--- config.mk ---
export PLATFORM = sky130hd
export DESIGN_NAME = alu_sequencer
export DESIGN_NICKNAME = d
export VERILOG_FILES = /design/src/rtl/alu_pkg.sv /design/src/rtl/alu_core.sv /design/src/rtl/alu_sequencer.sv
export SDC_FILE = /design/constraint.sdc
export NUM_CORES = 1
export LEC_CHECK = 0
export ABC_AREA = 1
export CAP_MARGIN = 5
export CORE_MARGIN = 2
export CORE_UTILIZATION = 55
export CTS_CLUSTER_SIZE = 16
export DETAILED_ROUTE_END_ITERATION = 6
export PLACE_DENSITY_LB_ADDON = 0.1
export SYNTH_ARGS = -nofsm -noshare
export SYNTH_HDL_FRONTEND = slang
export SYNTH_SLANG_ARGS = --single-unit
--- constraint.sdc ---
create_clock -name clk -period 4.1 [get_ports clk]
set_clock_uncertainty 0.15 [all_clocks]
set_input_delay 0.82 -clock clk [delete_from_list [all_inputs] [get_ports clk]]
set_output_delay 0.82 -clock clk [all_outputs]
set_load 0.02 [all_outputs]
--- src/rtl/alu_pkg.sv ---
// Shared types for the ALU sequencer: opcode and FSM encodings plus the flag bundle.
package alu_pkg;

  typedef enum logic [2:0] {
    OP_ADD = 3'd0,
    OP_SUB = 3'd1,
    OP_AND = 3'd2,
    OP_OR  = 3'd3,
    OP_XOR = 3'd4,
    OP_NOT = 3'd5,
    OP_SHL = 3'd6,
    OP_SHR = 3'd7
  } op_e;

  typedef enum logic [1:0] {
    S_IDLE = 2'd0,
    S_RUN  = 2'd1,
    S_DONE = 2'd2
  } state_e;

  typedef struct packed {
    logic zf;
    logic cf;
    logic nf;
    logic vf;
  } flags_t;

endpackage

--- src/rtl/alu_core.sv ---
// Combinational ALU: one result and four status flags per opcode.
module alu_core
  import alu_pkg::*;
#(
  parameter int unsigned WIDTH = 5
) (
  input  logic [WIDTH-1:0] a,
  input  logic [WIDTH-1:0] b,
  input  op_e              op,
  output logic [WIDTH-1:0] r,
  output flags_t           flags
);

  localparam int unsigned MSB = WIDTH - 1;

  logic [WIDTH:0] ext;

  // Result, carry/borrow and overflow per opcode; Z and N derive from the result.
  always_comb begin
    ext      = '0;
    r        = '0;
    flags    = '0;
    case (op)
      OP_ADD: begin
        ext      = {1'b0, a} + {1'b0, b};
        r        = ext[WIDTH-1:0];
        flags.cf = ext[WIDTH];
        flags.vf = (a[MSB] == b[MSB]) && (r[MSB] != a[MSB]);
      end
      OP_SUB: begin
        // Borrow out of the extended subtraction is exactly a < b unsigned.
        ext      = {1'b0, a} - {1'b0, b};
        r        = ext[WIDTH-1:0];
        flags.cf = ext[WIDTH];
        flags.vf = (a[MSB] != b[MSB]) && (r[MSB] != a[MSB]);
      end
      OP_AND: r = a & b;
      OP_OR:  r = a | b;
      OP_XOR: r = a ^ b;
      OP_NOT: r = ~a;
      OP_SHL: begin
        r        = {a[WIDTH-2:0], 1'b0};
        flags.cf = a[MSB];
      end
      OP_SHR: begin
        r        = {1'b0, a[WIDTH-1:1]};
        flags.cf = a[0];
      end
      default: r = '0;
    endcase
    flags.zf = (r == '0);
    flags.nf = r[MSB];
  end

endmodule

--- src/rtl/alu_sequencer.sv ---
// Runs a loadable table of ALU instructions, one per clock, with an optional
// accumulate path that feeds the previous result back as operand A.
module alu_sequencer
  import alu_pkg::*;
#(
  parameter  int unsigned WIDTH = 5,
  parameter  int unsigned DEPTH = 8,
  localparam int unsigned AW    = $clog2(DEPTH)
) (
  input  logic             clk,
  input  logic             reset,
  input  logic             start,
  input  logic [AW-1:0]    len,
  input  logic             prog_we,
  input  logic [AW-1:0]    prog_addr,
  input  logic [2:0]       prog_op,
  input  logic             prog_acc,
  input  logic [WIDTH-1:0] prog_a,
  input  logic [WIDTH-1:0] prog_b,
  output logic             busy,
  output logic             r_valid,
  output logic [AW-1:0]    step,
  output logic [WIDTH-1:0] R,
  output logic             ZF,
  output logic             CF,
  output logic             NF,
  output logic             VF,
  output logic             done
);

  state_e           state, state_nx;
  logic             run_en;
  logic [AW-1:0]    ptr, len_q;

  op_e              tbl_op  [DEPTH];
  logic             tbl_acc [DEPTH];
  logic [WIDTH-1:0] tbl_a   [DEPTH];
  logic [WIDTH-1:0] tbl_b   [DEPTH];

  logic [WIDTH-1:0] opnd_a;
  logic [WIDTH-1:0] alu_r;
  flags_t           alu_f;
  flags_t           flags_q;

  // Program table; writes only land while idle.
  always_ff @(posedge clk or negedge reset) begin
    if (!reset) begin
      for (int unsigned i = 0; i < DEPTH; i++) begin
        tbl_op[i]  <= OP_ADD;
        tbl_acc[i] <= 1'b0;
        tbl_a[i]   <= '0;
        tbl_b[i]   <= '0;
      end
    end else if (prog_we && (state == S_IDLE)) begin
      tbl_op[prog_addr]  <= op_e'(prog_op);
      tbl_acc[prog_addr] <= prog_acc;
      tbl_a[prog_addr]   <= prog_a;
      tbl_b[prog_addr]   <= prog_b;
    end
  end

  // FSM state register.
  always_ff @(posedge clk or negedge reset) begin
    if (!reset) state <= S_IDLE;
    else        state <= state_nx;
  end

  // FSM next-state logic.
  always_comb begin
    state_nx = state;
    case (state)
      S_IDLE:  if (start) state_nx = S_RUN;
      S_RUN:   if (ptr == len_q) state_nx = S_DONE;
      S_DONE:  state_nx = S_IDLE;
      default: state_nx = S_IDLE;
    endcase
  end

  // FSM outputs.
  always_comb begin
    busy   = (state != S_IDLE);
    run_en = (state == S_RUN);
  end

  // Run length capture and step pointer; the pointer parks on the last step.
  always_ff @(posedge clk or negedge reset) begin
    if (!reset) begin
      len_q <= '0;
      ptr   <= '0;
    end else if ((state == S_IDLE) && start) begin
      len_q <= len;
      ptr   <= '0;
    end else if (run_en && (ptr != len_q)) begin
      ptr   <= ptr + 1'b1;
    end
  end

  // Operand A: table value, or the previous result of this run (zero on step 0).
  always_comb begin
    opnd_a = tbl_a[ptr];
    if (tbl_acc[ptr]) opnd_a = (ptr == '0) ? '0 : R;
  end

  alu_core #(.WIDTH(WIDTH)) u_alu (
    .a     (opnd_a),
    .b     (tbl_b[ptr]),
    .op    (tbl_op[ptr]),
    .r     (alu_r),
    .flags (alu_f)
  );

  // Registered result, flags and handshake pulses; results hold between runs.
  always_ff @(posedge clk or negedge reset) begin
    if (!reset) begin
      R       <= '0;
      flags_q <= '0;
      step    <= '0;
      r_valid <= 1'b0;
      done    <= 1'b0;
    end else begin
      r_valid <= run_en;
      done    <= (state == S_DONE);
      if (run_en) begin
        R       <= alu_r;
        flags_q <= alu_f;
        step    <= ptr;
      end
    end
  end

  assign ZF = flags_q.zf;
  assign CF = flags_q.cf;
  assign NF = flags_q.nf;
  assign VF = flags_q.vf;

endmodule

==> flow_metrics.tcl <==
set metrics [dict create \
    run_status "finished, final reports clean" \
    r2r_start "ptr[0]$_DFFE_PN0P_" \
    hold_viol 0 \
    ys_seq_area_frac 0.468 \
    max-vdd-ir-drop_v 0.000421 \
    worst-setup-path-type "flip-flop to flip-flop" \
    synth_nets 996 \
    cts_hold_buffers 0 \
    grt_max_degree 101 \
    synth_edf_count 0 \
    critPathLaunchType "flip-flop" \
    power_leakage_nw 4.18 \
    grtUsageMet3 0.0557 \
    synth_cells 953 \
    cp_data_arrival_time_ns 3.77 \
    dieHeight_microns 118 \
    syn_to_final_growth_pct 15.9 \
    clk_path_buf_depth 2 \
    ys_ff_latch 133 \
    synth_most_common_cell "nand2_1" \
    setup_violations 0 \
    rsz0062_at_grt "false" \
    tns_ns 0 \
    via_count 6208 \
    drive_gt1_frac 0.0730 \
    cts_tree "done" \
    slowest_stage "buf_4" \
    avgSynthCellArea_sq_um 7.46 \
    holdPathEnd "done$_DFF_PN0_" \
    cts_resized 0 \
    diodes 0 \
    drt-initial-drc-count 538 \
    yosys.area.top_type "dfrtp_1" \
    dp_hpwl_microns 11600 \
    crit_fanout 43 \
    r2r_end "ZF$_DFFE_PN0P_" \
    finalCritPeriodShare 0.869 \
    cts_sinks 133 \
    multiInputGateArea_sq_um 3130 \
    fp.dieArea_sq_um 13900 \
    firstDrtPassIters 5 \
    grt-busiest-layer "met2" \
    nets 1031 \
    path_cells "buf_4 -> buf_4 -> nor2_1 -> nor2_1 -> o21ai_1 -> nand2_1 -> nand2_1 -> nand3_1 -> nand2_2 -> ha_1 -> inv_1 -> ha_1 -> or2_2 -> nand3_1 -> nand2_1 -> xor2_1 -> nand2_1 -> nand3_1 -> nor2_1 -> nand2_1 -> nor2_1 -> nand3_1 -> nand2_1" \
    ant_nets 0 \
    grt_pass1_wl_microns 29600 \
    gp_congestion 0.930 \
    cp_common_cell "nand2_1" \
    clock.fmax_ghz 0.281 \
    drt-total-wl_microns 17700 \
    final_max_slew_viol_count 0 \
    synthTopCellsByCount "299 x nand2_1, 147 x o21ai_0, 133 x dfrtp_1, 114 x inv_1, 64 x nor2_1" \
    synth.area.top_cells "dfrtp_1 47%, nand2_1 16%, o21ai_0 10%" \
    fillers 1122 \
    regArea_sq_um 3330 \
    period_needed_ns 3.56 \
    first_global_vias 5785 \
    design.core.area_sq_um 12600 \
    tightest_slew_ns 0.920 \
    groute.usage.overall 0.271 \
    antenna_found_initial 0 \
    start_util 0.564 \
    ioPinCount 39 \
    hp-class "flip-flop to flip-flop" \
    r2r_cells 23 \
    final_cell_count_no_fill 1172 \
    whs_path_depth 1 \
    grt.met2_usage 0.433 \
    grt-ovfl-total 0 \
    netlist_area_sq_um 7110 \
    critPathMaxStageDelay_ns 0.38 \
    relSlewSlack 0.387 \
    dp_cells 1141 \
    post_cts.repair.setup_buffers 0 \
    worstSkewPairLatency_ns 0.43 \
    synth_cell_types 34 \
    cap_violations 0 \
    fp-row-count 41 \
    yosysWarningCount 0 \
    grt.met1_usage 0.367 \
    viasPerCell 5.30 \
    holdCritStartpoint "state[0]$_DFFE_PN0P_" \
    drc 0 \
    cts_root_buf "clkbuf_16" \
    path_clk_slew_ns 0.06 \
    ff2ff_setup_slack_ns 0.54 \
    crit_path_end_kind "flip-flop" \
    ys.flop_type "dfrtp_1" \
    cts_max_level 4 \
    die_x_microns 118 \
    portBuffers 38 \
    synth_top_area_share 0.468 \
    numCtsBuffers 17 \
    async_reset_ff_frac 1.00 \
    power.density_nw_per_um2 983 \
    required_ns 4.31 \
    wl_per_cell_microns 15.1 \
]
==> placed cells by master (no fill, tap or decap), types with 4 or more instances in the layout <==
cell type        synthesis  routed
ha_1                    19      19
nor2_1                  64      64
inv_1                  114     114
dfrtp_1                133     132
xor2_1                   4       4
o21ai_1                  7       7
o21ai_0                147     147
inv_2                    6       6
clkbuf_16                0      17
clkdlybuf4s50_1          0      37
a21oi_1                 16      16
o211ai_1                 4       4
nand4_1                 10      10
nor2_2                   5       5
buf_4                    4      19
o22ai_1                  5       5
nand2_2                  7       7
nand3_1                 53      53
nand2_1                299     299
==> critical path: cells and delay by family (launching register included) <==
kind                       cells  cell delay [ns]
AOI/OAI and AO/OA              1             0.06
xor gates and xnor gates       1             0.15
adders and majority gates      2             0.46
buffers and inverters          3             0.80
DFF                            1             0.36
and+or+nand+nor               16             1.48
==> kinds of logic after synthesis <==
family          share of synthesized area
simple gates                        0.261
compound gates                      0.135
fa+ha+maj                          0.0334
flops                               0.468
buf+inv                            0.0945
xor+xnor                          0.00862
==> state kept, by name (all words and copies together), names as in the netlist <==
name,flops
CF,1
ptr,3
tbl_op,24
len_q,3
tbl_acc,8
tbl_b,40
done,1
tbl_a,40
R,5
ZF,1
r_valid,1
VF,1
state,2
step,3
==> report_power, final <==
| group | internal, mW | leakage (nW) | switching [mW] | total, mW |
|---|---|---|---|---|
| Sequential | 1.91 | 1.66 | 0.285 | 2.20 |
| Combinational | 1.52 | 2.22 | 2.83 | 4.35 |
| Clock | 1.00 | 0.297 | 0.559 | 1.56 |
==> through the flow <==
| step | power [mW] | hold slack, ns | worst slack [ns] | util | instance area, sq um |
|---|---|---|---|---|---|
| after floorplan | 5.41 | 0.273 | 0.722 | - | 7110 |
| after global placement | 6.41 | 0.284 | 0.638 | 0.606 | 7640 |
| after detailed placement | 6.47 | 0.287 | 0.577 | 0.606 | 7640 |
| after CTS | 8.07 | 0.294 | 0.551 | 0.653 | 8250 |
| after global routing | 8.84 | 0.318 | 0.226 | 0.653 | 8250 |
| final | 8.10 | 0.292 | 0.539 | 0.653 | 8250 |
==> layer usage <==
layer  part of all wire  vias up
met1               0.45     2875
met2               0.46      219
met3              0.067       24
li1                   -     3090
met5                  0        -
met4              0.018        0
==> worst max path at each step <==
stage	depth (start not counted)	slack [ns]	start	end
6_report	23	0.54	ptr[0]$_DFFE_PN0P_	ZF$_DFFE_PN0P_
2_1_floorplan	24	0.72	ptr[0]$_DFFE_PN0P_	ZF$_DFFE_PN0P_
3_3_place_gp	23	0.64	ptr[0]$_DFFE_PN0P_	ZF$_DFFE_PN0P_
5_1_grt	22	0.23	ptr[0]$_DFFE_PN0P_	ZF$_DFFE_PN0P_
4_1_cts	23	0.55	ptr[0]$_DFFE_PN0P_	ZF$_DFFE_PN0P_
3_5_place_dp	23	0.58	ptr[0]$_DFFE_PN0P_	ZF$_DFFE_PN0P_
==> final cells by class <==
type                       count  area share
clock buffer                  23      0.0580
multi-input combinational    659       0.379
clock inverter                 8      0.0149
timing repair buffer          57      0.0636
inverter                     120      0.0546
sequential                   133       0.404
tap                          172      0.0261
No activity file was read; power rests on OpenSTA's default activity.
